===== config.mk =====
export PLATFORM = sky130hd
export DESIGN_NAME = idu_issue
export DESIGN_NICKNAME = d
export VERILOG_FILES = /design/src/rtl/npc_pkg.sv /design/src/rtl/idu_decode.sv /design/src/rtl/idu_issue.sv
export SDC_FILE = /design/constraint.sdc
export NUM_CORES = 1
export LEC_CHECK = 0
export CORE_UTILIZATION = 46
export CTS_CLUSTER_SIZE = 40
export DETAILED_ROUTE_END_ITERATION = 10
export GPL_ROUTABILITY_DRIVEN = 0
export GPL_TIMING_DRIVEN = 0
export PLACE_DENSITY = 0.89
export RECOVER_POWER = 100
export SYNTH_ARGS = -nofsm -noshare
export SYNTH_HDL_FRONTEND = slang
export SYNTH_HIERARCHICAL = 1
export SYNTH_SLANG_ARGS = --single-unit

===== constraint.sdc =====
create_clock -name clk -period 4.6 [get_ports clk]
set_clock_uncertainty 0.2 [all_clocks]
set_input_delay 0.92 -clock clk [delete_from_list [all_inputs] [get_ports clk]]
set_output_delay 0.92 -clock clk [all_outputs]
set_load 0.05 [all_outputs]

===== src/rtl/npc_pkg.sv =====
// Shared NPC core constants: RV32I opcodes, alu_op one-hot bit positions and
// the issue-stage state encoding.
package npc_pkg;

  localparam logic [6:0] OPC_LUI   = 7'b0110111;
  localparam logic [6:0] OPC_AUIPC = 7'b0010111;
  localparam logic [6:0] OPC_JAL   = 7'b1101111;
  localparam logic [6:0] OPC_JALR  = 7'b1100111;
  localparam logic [6:0] OPC_OPIMM = 7'b0010011;

  localparam logic [31:0] INST_EBREAK = 32'h0010_0073;

  localparam int ALU_AUIPC = 0;
  localparam int ALU_LUI   = 1;
  localparam int ALU_JAL   = 2;
  localparam int ALU_JALR  = 3;
  localparam int ALU_ADDI  = 4;

  localparam logic [1:0] ST_RUN  = 2'd0;
  localparam logic [1:0] ST_WAIT = 2'd1;
  localparam logic [1:0] ST_HALT = 2'd2;

endpackage


===== src/rtl/idu_decode.sv =====
// Purely combinational RV32I-subset decoder: one-hot alu_op, immediate,
// write enable and ebreak/illegal flags.
module idu_decode
  import npc_pkg::*;
#(
  parameter int XLEN = 32,
  parameter int OP_W = 32
) (
  input  logic [31:0]     inst_i,
  output logic [OP_W-1:0] alu_op_o,
  output logic [XLEN-1:0] imm_o,
  output logic            rd_wen_o,
  output logic            ebreak_o,
  output logic            illegal_o
);

  logic [6:0] opcode;
  logic [2:0] funct3;

  assign opcode = inst_i[6:0];
  assign funct3 = inst_i[14:12];

  always_comb begin
    alu_op_o  = '0;
    imm_o     = '0;
    ebreak_o  = 1'b0;
    illegal_o = 1'b0;
    if (inst_i == INST_EBREAK) begin
      ebreak_o = 1'b1;
    end else begin
      case (opcode)
        OPC_LUI: begin
          alu_op_o[ALU_LUI] = 1'b1;
          imm_o = {inst_i[31:12], 12'b0};
        end
        OPC_AUIPC: begin
          alu_op_o[ALU_AUIPC] = 1'b1;
          imm_o = {inst_i[31:12], 12'b0};
        end
        OPC_JAL: begin
          alu_op_o[ALU_JAL] = 1'b1;
          imm_o = {{(XLEN-20){inst_i[31]}}, inst_i[19:12], inst_i[20], inst_i[30:21], 1'b0};
        end
        OPC_JALR: begin
          if (funct3 == 3'b000) begin
            alu_op_o[ALU_JALR] = 1'b1;
            imm_o = {{(XLEN-12){inst_i[31]}}, inst_i[31:20]};
          end else begin
            illegal_o = 1'b1;
          end
        end
        OPC_OPIMM: begin
          if (funct3 == 3'b000) begin
            alu_op_o[ALU_ADDI] = 1'b1;
            imm_o = {{(XLEN-12){inst_i[31]}}, inst_i[31:20]};
          end else begin
            illegal_o = 1'b1;
          end
        end
        default: illegal_o = 1'b1;
      endcase
    end
  end

  // writes to x0 are dropped here so the EXU never needs to special-case rd
  assign rd_wen_o = (|alu_op_o) && (inst_i[11:7] != 5'd0);

endmodule


===== src/rtl/idu_issue.sv =====
// Decode-and-issue stage: valid/ready input from the IFU, one output register
// toward the EXU, and a RUN/WAIT/HALT controller for jumps and ebreak/illegal.
//
// state | meaning
// RUN   | accepting instructions
// WAIT  | jal/jalr issued, fetch stalled until the EXU flushes
// HALT  | ebreak or illegal accepted, only reset leaves this state
module idu_issue
  import npc_pkg::*;
#(
  parameter int XLEN = 32,
  parameter int OP_W = 32
) (
  input  logic            clk,
  input  logic            rst,
  input  logic            in_valid,
  output logic            in_ready,
  input  logic [31:0]     in_inst,
  input  logic [XLEN-1:0] in_pc,
  input  logic            flush,
  output logic            out_valid,
  input  logic            out_ready,
  output logic [XLEN-1:0] out_pc,
  output logic [XLEN-1:0] out_imm,
  output logic [OP_W-1:0] out_alu_op,
  output logic [4:0]      out_rs1,
  output logic [4:0]      out_rd,
  output logic            out_rd_wen,
  output logic            out_ebreak,
  output logic            out_illegal,
  output logic            halted
);

  logic [1:0]      state_q, state_d;
  logic            out_valid_q, out_valid_d;
  logic [XLEN-1:0] pc_q, imm_q;
  logic [OP_W-1:0] alu_op_q;
  logic [4:0]      rs1_q, rd_q;
  logic            rd_wen_q, ebreak_q, illegal_q;

  logic [OP_W-1:0] dec_alu_op;
  logic [XLEN-1:0] dec_imm;
  logic            dec_rd_wen, dec_ebreak, dec_illegal;
  logic            accept;

  idu_decode #(.XLEN(XLEN), .OP_W(OP_W)) u_decode (
    .inst_i    (in_inst),
    .alu_op_o  (dec_alu_op),
    .imm_o     (dec_imm),
    .rd_wen_o  (dec_rd_wen),
    .ebreak_o  (dec_ebreak),
    .illegal_o (dec_illegal)
  );

  assign in_ready = (state_q == ST_RUN) && !flush && (!out_valid_q || out_ready);
  assign accept   = in_valid && in_ready;

  always_comb begin
    state_d = state_q;
    case (state_q)
      ST_RUN: begin
        if (accept && (dec_ebreak || dec_illegal)) state_d = ST_HALT;
        else if (accept && (dec_alu_op[ALU_JAL] || dec_alu_op[ALU_JALR])) state_d = ST_WAIT;
      end
      ST_WAIT: if (flush) state_d = ST_RUN;
      ST_HALT: state_d = ST_HALT;
      default: state_d = ST_RUN;
    endcase
  end

  // flush discards a stalled entry, but in HALT the final entry must still issue
  always_comb begin
    out_valid_d = out_valid_q;
    if (flush && (state_q != ST_HALT)) out_valid_d = 1'b0;
    else if (accept)                   out_valid_d = 1'b1;
    else if (out_ready)                out_valid_d = 1'b0;
  end

  always_ff @(posedge clk or posedge rst) begin
    if (rst) begin
      state_q     <= ST_RUN;
      out_valid_q <= 1'b0;
      pc_q        <= '0;
      imm_q       <= '0;
      alu_op_q    <= '0;
      rs1_q       <= '0;
      rd_q        <= '0;
      rd_wen_q    <= 1'b0;
      ebreak_q    <= 1'b0;
      illegal_q   <= 1'b0;
    end else begin
      state_q     <= state_d;
      out_valid_q <= out_valid_d;
      if (accept) begin
        pc_q      <= in_pc;
        imm_q     <= dec_imm;
        alu_op_q  <= dec_alu_op;
        rs1_q     <= in_inst[19:15];
        rd_q      <= in_inst[11:7];
        rd_wen_q  <= dec_rd_wen;
        ebreak_q  <= dec_ebreak;
        illegal_q <= dec_illegal;
      end
    end
  end

  assign out_valid   = out_valid_q;
  assign out_pc      = pc_q;
  assign out_imm     = imm_q;
  assign out_alu_op  = alu_op_q;
  assign out_rs1     = rs1_q;
  assign out_rd      = rd_q;
  assign out_rd_wen  = rd_wen_q;
  assign out_ebreak  = ebreak_q;
  assign out_illegal = illegal_q;
  assign halted      = (state_q == ST_HALT);

endmodule


==> impl_metrics.tcl, run 1 <==
set metrics [dict create \
    status "complete, but fails checks" \
    violations "max-capacitance violations, max-slew violations" \
    relSlewSlack_pct -27.4 \
    detail-route-antenna-nets 0 \
    hp-start "out_pc[22]$_DFFE_PP0P_" \
    synth_edf_count 0 \
    r2r-start "out_valid$_DFFE_PP0P_" \
    fin_nets 632 \
    drive_above_1_share_pct 15.8 \
    max_freq_ghz 0.263 \
    rows 38 \
    p_total_mw 3.95 \
    max_cap_viol_count 1 \
    cts_max_level 3 \
    synth_compound_area_share_pct 4.57 \
    fin_setup_tns_ns 0 \
    clock_tree.root_cell "clkbuf_16" \
    cts-resized-gates 0 \
    p_per_area_mw_per_mm2 542 \
    hold_viol_final 0 \
    critPathRequiredTime_ns 3.48 \
    numCtsBuffers 9 \
    synth-simple-area-share_pct 5.82 \
    track_usage_pct 21.8 \
    synth_area_per_cell_um2 15.1 \
    clk_latency_ns 0.35 \
    port_buffers 180 \
    leakagePower_nw 3.64 \
    dp_hpwl_um 9280 \
    clk_pin_slew_ns 0.07 \
    drt-initial-drc-count 108 \
    die-area_mm2 0.0117 \
    cts_tree "yes" \
    wl_per_cell_um 17.2 \
    grt_pass1_vias 3778 \
    initial_utilization_pct 47.5 \
    worstMarginPinSlew_ns 1.90 \
    grt_pass1_wl_um 19200 \
    r2r-end "out_rd[4]$_DFFE_PP0P_" \
    yosysTopAreaCell "dfrtp_1" \
    postRouteWirelength_um 12100 \
    synth_area_leaders "dfrtp_1 54%, mux2_4 20%, mux2_2 6.9%" \
    seq_area_frac_synth_pct 53.9 \
    antennaDiodeCount 0 \
    cp-start-kind "input pin" \
    cp_max_fo 4 \
    async_flop_share_pct 100 \
    ys_seq_elements 112 \
    clock-sinks 112 \
    antenna_found_initial 0 \
    synth_fa_ha_area_share_pct 0 \
    rsz0062_at_grt "no" \
    num_io_pins 181 \
    max-vdd-ir-drop_mv 0.419 \
    grt_max_degree 73 \
    final_common_cell "dlygate4sd3_1" \
    maxSlewViolCount 41 \
    syn_area_mm2 0.00520 \
    drt_pass1_iterations 6 \
    period_minus_slack_ns 3.80 \
    vias 3461 \
    reg2reg_slack_ns 2.23 \
    mostFrequentLayoutCells "114 x dlygate4sd3_1, 112 x dfrtp_1, 70 x mux2_1, 66 x clkdlybuf4s50_1, 32 x mux2_2" \
    path_class "in2out" \
    hold_buffers 0 \
    synthCells 345 \
    syn_to_final_growth_pct 40.4 \
    hold_ws_ns 0.287 \
    critPathArrivalTime_ns 2.68 \
    holdCritPathClass "reg2reg" \
    synth_ff_type "dfrtp_1" \
    setup_viol 0 \
    synth_mux_area_share_pct 28.7 \
    core-area_mm2 0.0109 \
    cp-end-kind "primary output" \
    yosys.area_share.xor_xnor_pct 0 \
    yosysUniqueCellTypes 36 \
    yosys_warnings 6 \
    hold_depth 1 \
    die_h_um 108 \
    final_core_util_pct 66.8 \
    overflow 0 \
    worst_r2r_path_depth 5 \
    synth_top_family_by_area "multiplexers" \
    clockBufferDepth 2 \
    period_share_pct 82.5 \
    drc 0 \
    synth_top_area_share_pct 53.9 \
    hold_end "out_pc[22]$_DFFE_PP0P_" \
    post-cts-setup-buffers 0 \
    post_drt_via_cell_ratio 4.89 \
    dieWidth_um 108 \
]
[how the worst max path moves through the flow]
stage,to,cells past startpoint,start,slack (ns)
2_1_floorplan,out_alu_op[0]$_DFFE_PP0P_,1,rst,0.52
3_3_place_gp,out_alu_op[19]$_DFFE_PP0P_,2,rst,-0.99
3_5_place_dp,in_ready,4,out_ready,0.83
4_1_cts,in_ready,4,out_ready,0.83
5_1_grt,in_ready,3,flush,0.73
6_report,in_ready,3,flush,0.80
[through the flow]
stage / std cells / setup slack (ns) / area, µm²
2_1_floorplan: 371 / 0.521 / 5300
3_3_place_gp: 691 / -0.991 / 7270
3_5_place_dp: 692 / 0.833 / 7300
4_1_cts: 708 / 0.830 / 7620
5_1_grt: 708 / 0.733 / 7300
6_report: 708 / 0.805 / 7300
[cell usage after synthesis, types with 2 or more instances]
library cell and number:
a21o_1 20, mux2_1 7, nor4_1 4, nand3_1 2, nor3_1 4, nor4b_1 3, nor4b_2 2, o21ai_0 2
buf_2 4, mux2_2 32, dfrtp_1 112, inv_1 3, mux2_4 70, nor2_2 2, nand2_1 5, nor2b_1 10
and2_1 3, o21a_1 2, buf_4 29, buf_6 10, nor2_1 4
[routing by layer]
layer	GRT usage, %	vias to the layer above	part of all wire (%)
met3	6.21	17	7.2
met1	24.5	1721	38
met5	0	-	0
met2	38.7	122	53
met4	9.07	0	2.0
li1	-	1601	-
[critical path: stages]
cell           delay, ns
dlygate4sd3_1       0.59
nor4b_1             0.25
dlygate4sd3_1       0.91
[flip-flops by register name (all words and copies together), names as in the netlist]
register,flops
out_alu_op,32
out_ebreak,1
out_illegal,1
out_imm,32
out_pc,32
out_rd,5
out_rd_wen,1
out_rs1,5
out_valid,1
state_q,2
[kinds of logic after synthesis]
logic type | count (synthesis)
flip-flops | 112
other | 1
AND/OR/NAND/NOR | 47
multiplexers | 109
buffers and inverters | 46
AO/OA/AOI/OAI | 30
[power by group]
part	leakage [nW]	switching [mW]	internal [mW]
logic	2.07	1.18	0.570
registers	1.41	0.130	1.24
clock network	0.154	0.342	0.492
total	3.64	1.65	2.30
[final cells by class]
type	count	area, µm²
fillers	870	3630
plain buffers	43	279
inverters	3	12.5
flip-flops and latches	112	2800
clock inverters	3	65.1
clock buffers	13	250
repair buffers	181	1830
well taps	140	175
multi-input cells	213	1890
No activity file was read; power rests on OpenSTA's default activity.
==> run 2, diff against run 1 <==
--- a/config.mk
+++ b/config.mk
@@ -5,12 +5,12 @@
 export SDC_FILE = /design/constraint.sdc
 export NUM_CORES = 1
 export LEC_CHECK = 0
-export CORE_UTILIZATION = 46
+export CORE_UTILIZATION = 42
 export CTS_CLUSTER_SIZE = 40
 export DETAILED_ROUTE_END_ITERATION = 10
 export GPL_ROUTABILITY_DRIVEN = 0
 export GPL_TIMING_DRIVEN = 0
-export PLACE_DENSITY = 0.89
+export PLACE_DENSITY = 0.86
 export RECOVER_POWER = 100
 export SYNTH_ARGS = -nofsm -noshare
 export SYNTH_HDL_FRONTEND = slang
==> constraint.sdc (replaced) <==
create_clock -name clk -period 3.4 [get_ports clk]
set_clock_uncertainty 0.2 [all_clocks]
set_input_delay 0.68 -clock clk [delete_from_list [all_inputs] [get_ports clk]]
set_output_delay 0.68 -clock clk [all_outputs]
set_load 0.05 [all_outputs]
==> run 2 against run 1 <==
- the run now ends clean
- register-to-register slack got worse by 1.3 ns
- wire length down 1.4%
- design area up 0.10%
- die area is 9.3% higher
- sequential power grew 35%
- final cell count is 4.1% higher
- first-iteration DRC count is 56% higher
- clock power is 27% higher
- critical path type unchanged
- critical endpoint unchanged
==> impl_metrics.tcl, run 2 (synthesis results as in run 1) <==
set metrics [dict create \
    status "complete, no violations" \
    hold_viol_final 0 \
    detail-route-antenna-nets 0 \
    rsz0062_at_grt "no" \
    mostFrequentLayoutCells "114 x dlygate4sd3_1, 112 x dfrtp_1, 68 x mux2_1, 66 x clkdlybuf4s50_1, 32 x mux2_2" \
    rows 40 \
    cts_max_level 3 \
    post-cts-setup-buffers 0 \
    numCtsBuffers 9 \
    grt_pass1_vias 3642 \
    dp_hpwl_um 9260 \
    dpl_cell_area_mm2 0.00735 \
    leakagePower_nw 3.64 \
    clock-sinks 112 \
    regArea_mm2 0.00280 \
    cp-start-kind "input pin" \
    worst-path-buf-inv 2 \
    fin_ws_ns 0.0402 \
    cts-resized-gates 0 \
    antennaDiodeCount 0 \
    relSlewSlack_pct 5.06 \
    holdCritPathClass "reg2reg" \
    antenna_found_initial 0 \
    max_stage_delay_ns 0.87 \
    period_share_pct 98.8 \
    path_class "in2out" \
    dp_slack_ns 0.0329 \
    clk_pin_slew_ns 0.07 \
    drive_above_1_share_pct 16.9 \
    final_core_util_pct 60.6 \
    vias 3424 \
    slowest_stage "clkdlybuf4s50_1" \
    final.fill_count 1007 \
    clockBufferDepth 2 \
    cts_tree "yes" \
    max_freq_ghz 0.298 \
    max-vdd-ir-drop_mv 0.513 \
    wl_per_cell_um 16.3 \
    fin_nets 633 \
    num_io_pins 181 \
    p_total_mw 5.28 \
    cp_max_fo 3 \
    die-area_mm2 0.0128 \
    dieWidth_um 113 \
    drc 0 \
    path_cells "clkdlybuf4s50_1 -> nand2b_1 -> nor4b_1 -> clkdlybuf4s50_1" \
    clock_tree.root_cell "clkbuf_16" \
    postRouteWirelength_um 12000 \
    initial_utilization_pct 43.1 \
    finalInstanceArea_mm2 0.00731 \
    drt_pass1_iterations 4 \
    syn_to_final_growth_pct 40.6 \
    track_usage_pct 19.8 \
    multi_input_area_mm2 0.00190 \
    cp_common_cell "clkdlybuf4s50_1" \
    port_buffers 180 \
    hold_buffers 0 \
    fin_setup_tns_ns 0 \
    max_cap_viol_count 0 \
    grt_pass1_wl_um 19200 \
    grt_max_degree 43 \
    clk_latency_ns 0.35 \
    period_minus_slack_ns 3.36 \
    setup_viol 0 \
    critPathRequiredTime_ns 2.52 \
    core-area_mm2 0.0121 \
    post_drt_via_cell_ratio 4.65 \
    p_per_area_mw_per_mm2 723 \
    cp_top_family "buffers and inverters" \
    cp-end-kind "primary output" \
    maxSlewViolCount 0 \
    critPathArrivalTime_ns 2.48 \
    final_common_cell "dlygate4sd3_1" \
    drt-initial-drc-count 168 \
    overflow 0 \
    worstMarginPinSlew_ns 1.42 \
    die_h_um 113 \
]
-- run 2: final timing paths --
| check | startpoint | end | slack [ns] | depth (start not counted) |
|---|---|---|---|---|
| max reg2reg | state_q[1]$_DFFE_PP0P_ | out_illegal$_DFFE_PP0P_ | 0.95 | 5 |
| min | out_pc[8]$_DFFE_PP0P_ | out_pc[8]$_DFFE_PP0P_ | 0.29 | 1 |
| max in group asynchronous | rst | out_alu_op[3]$_DFFE_PP0P_ | 0.49 | 3 |
| min reg2reg | out_pc[8]$_DFFE_PP0P_ | out_pc[8]$_DFFE_PP0P_ | 0.29 | 1 |
| max | out_ready | in_ready | 0.04 | 4 |
| min in group asynchronous | rst | out_imm[0]$_DFFE_PP0P_ | 0.91 | 2 |
-- run 2: routing by layer --
layer / up-vias / global-route usage [%] / part of all wire [%]
met5: - / 0 / 0
met4: 0 / 4.74 / 0.87
met3: 9 / 7.82 / 7.0
met2: 115 / 34.1 / 52
met1: 1706 / 23.1 / 40
li1: 1594 / - / -
-- run 2: power breakdown --
group	switching [mW]	leakage (nW)	internal, mW	total, mW
combinational	1.60	2.08	0.775	2.37
sequential	0.174	1.41	1.68	1.85
clock	0.485	0.148	0.578	1.06
-- run 2: final cells by class --
class / count / area share (%)
sequential: 112 / 38.3
buffer: 43 / 3.82
timing repair buffer: 182 / 24.8
clock buffer: 10 / 3.13
inverter: 3 / 0.171
tap: 168 / 2.88
multi-input combinational: 213 / 26.0
clock inverter: 6 / 0.907
-- run 2: stage by stage --
step / hold WS (ns) / cells
4_1_cts: 0.299 / 737
3_5_place_dp: 0.282 / 721
5_1_grt: 0.299 / 737
6_report: 0.286 / 737
2_1_floorplan: 0.309 / 371
3_3_place_gp: 0.278 / 719
==> run 3, diff against run 2 <==
--- a/config.mk
+++ b/config.mk
@@ -5,6 +5,7 @@
 export SDC_FILE = /design/constraint.sdc
 export NUM_CORES = 1
 export LEC_CHECK = 0
+export CORE_MARGIN = 1.5
 export CORE_UTILIZATION = 42
 export CTS_CLUSTER_SIZE = 40
 export DETAILED_ROUTE_END_ITERATION = 10
@@ -16,3 +17,4 @@
 export SYNTH_HDL_FRONTEND = slang
 export SYNTH_HIERARCHICAL = 1
 export SYNTH_SLANG_ARGS = --single-unit
+export TNS_END_PERCENT = 5
==> run 3 against run 2 <==
- total power is 2.0% lower
- utilization is 0.28 points lower
- setup slack better by 0.053 ns
- clock power is 8% lower
- combinational power hardly changed
- sequential share of layout area is 0.18 points higher
- critical path type unchanged
- largest power group unchanged
==> impl_metrics.tcl, run 3 (synthesis results as in run 1) <==
set metrics [dict create \
    cp_top_family "buffers and inverters" \
    hold_buffers 0 \
    p_per_area_mw_per_mm2 712 \
    cp_max_fo 4 \
    instances_no_fill 737 \
    cts_tree "yes" \
    grt_max_degree 44 \
    cp-end-kind "primary output" \
    antennaDiodeCount 0 \
    max_cap_viol_count 0 \
    core-area_mm2 0.0121 \
    post-cts-setup-buffers 0 \
    max-vdd-ir-drop_mv 0.440 \
    met2WireLength_um 6200 \
    fin_nets 633 \
    holdCritPathClass "reg2reg" \
    dieWidth_um 114 \
    period_minus_slack_ns 3.31 \
    antenna_found_initial 0 \
    syn_to_final_growth_pct 39.9 \
    grt_pass1_vias 3718 \
    max_stage_delay_ns 0.88 \
    mostFrequentLayoutCells "114 x dlygate4sd3_1, 112 x dfrtp_1, 69 x mux2_1, 66 x clkdlybuf4s50_1, 32 x mux2_2" \
    drt_pass1_iterations 4 \
    endpoint "in_ready" \
    postRouteWirelength_um 12000 \
    r2r-start "state_q[1]$_DFFE_PP0P_" \
    detail-route-antenna-nets 0 \
    die_h_um 114 \
    final_common_cell "dlygate4sd3_1" \
    path_cells "dlygate4sd3_1 -> nor4b_1 -> clkdlybuf4s50_1" \
    cts-resized-gates 0 \
    initial_utilization_pct 43.1 \
    drc 0 \
    vias 3474 \
    drive_above_1_share_pct 16.2 \
    r2r-end "out_rd_wen$_DFFE_PP0P_" \
    relSlewSlack_pct 20.8 \
    leakagePower_nw 3.61 \
    crit_start "flush" \
    regArea_mm2 0.00280 \
    topRoutingLayerUsed "met4" \
    multi_input_area_mm2 0.00189 \
    clk_pin_slew_ns 0.07 \
    track_usage_pct 19.1 \
    drt-initial-drc-count 108 \
    final.fill_count 1015 \
    fin_setup_tns_ns 0 \
    reg2reg_slack_ns 0.97 \
    p_total_mw 5.18 \
    dp.cells 721 \
    drt-met1-wl_um 4910 \
    die-area_mm2 0.0131 \
    hold_ws_ns 0.285 \
    num_io_pins 181 \
    clock-sinks 112 \
    numCtsBuffers 9 \
    status "complete, no violations" \
    post_drt_via_cell_ratio 4.71 \
    worstMarginPinSlew_ns 1.18 \
    rsz0062_at_grt "no" \
    cp.depth 3 \
    clockBufferDepth 2 \
    fin_ws_ns 0.0932 \
    critPathArrivalTime_ns 2.43 \
    hold_viol_final 0 \
    clk_latency_ns 0.34 \
    cts_max_level 3 \
    wl_per_cell_um 16.2 \
    rows 40 \
    dp_hpwl_um 9410 \
    path_class "in2out" \
    setup_viol 0 \
    grt_pass1_wl_um 19200 \
    clock_tree.root_cell "clkbuf_16" \
    slowest_stage "clkdlybuf4s50_1" \
    max_freq_ghz 0.302 \
    worst-path-buf-inv 2 \
    critPathRequiredTime_ns 2.52 \
    maxSlewViolCount 0 \
    worst_r2r_path_depth 5 \
    period_share_pct 97.3 \
    cp-start-kind "input pin" \
    dp_slack_ns 0.0918 \
    port_buffers 180 \
    overflow 0 \
    dr_wl_met3_um 669 \
]
run 3: report_power, final:
| part | switching (mW) | internal (mW) | leakage [nW] |
|---|---|---|---|
| clock | 0.456 | 0.516 | 0.130 |
| combinational | 1.59 | 0.771 | 2.07 |
| sequential | 0.171 | 1.68 | 1.41 |
| total | 2.21 | 2.96 | 3.61 |
run 3: metal layers:
metal,GRT usage [%],up-vias
li1,-,1601
met1,22.9,1747
met2,33.5,112
met3,4.82,14
met4,6.50,0
met5,0,-
run 3: worst min path at each step:
stage                          startpoint                          to  slack [ns]  depth (start not counted)
6_report            out_pc[9]$_DFFE_PP0P_       out_pc[9]$_DFFE_PP0P_        0.29                          1
5_1_grt        out_alu_op[16]$_DFFE_PP0P_  out_alu_op[16]$_DFFE_PP0P_        0.30                          1
4_1_cts        out_alu_op[16]$_DFFE_PP0P_  out_alu_op[16]$_DFFE_PP0P_        0.30                          1
3_5_place_dp   out_alu_op[16]$_DFFE_PP0P_  out_alu_op[16]$_DFFE_PP0P_        0.28                          1
3_3_place_gp   out_alu_op[17]$_DFFE_PP0P_  out_alu_op[17]$_DFFE_PP0P_        0.28                          1
2_1_floorplan      state_q[1]$_DFFE_PP0P_      state_q[0]$_DFFE_PP0P_        0.31                          1
run 3: final cells by class:
| class | instances | area share [%] |
|---|---|---|
| multi-input combinational | 213 | 26.0 |
| timing repair buffer | 182 | 24.9 |
| tap | 168 | 2.89 |
| inverter | 3 | 0.172 |
| buffer | 43 | 3.84 |
| sequential | 112 | 38.5 |
| clock inverter | 3 | 0.241 |
| clock buffer | 13 | 3.44 |
run 3: stage by stage:
step,utilization [%],cell area (µm²)
after global routing,60.3,7270
after global placement,60.6,7310
after detailed placement,61.0,7350
final,60.3,7270
after CTS,63.2,7620
after floorplan,-,5300
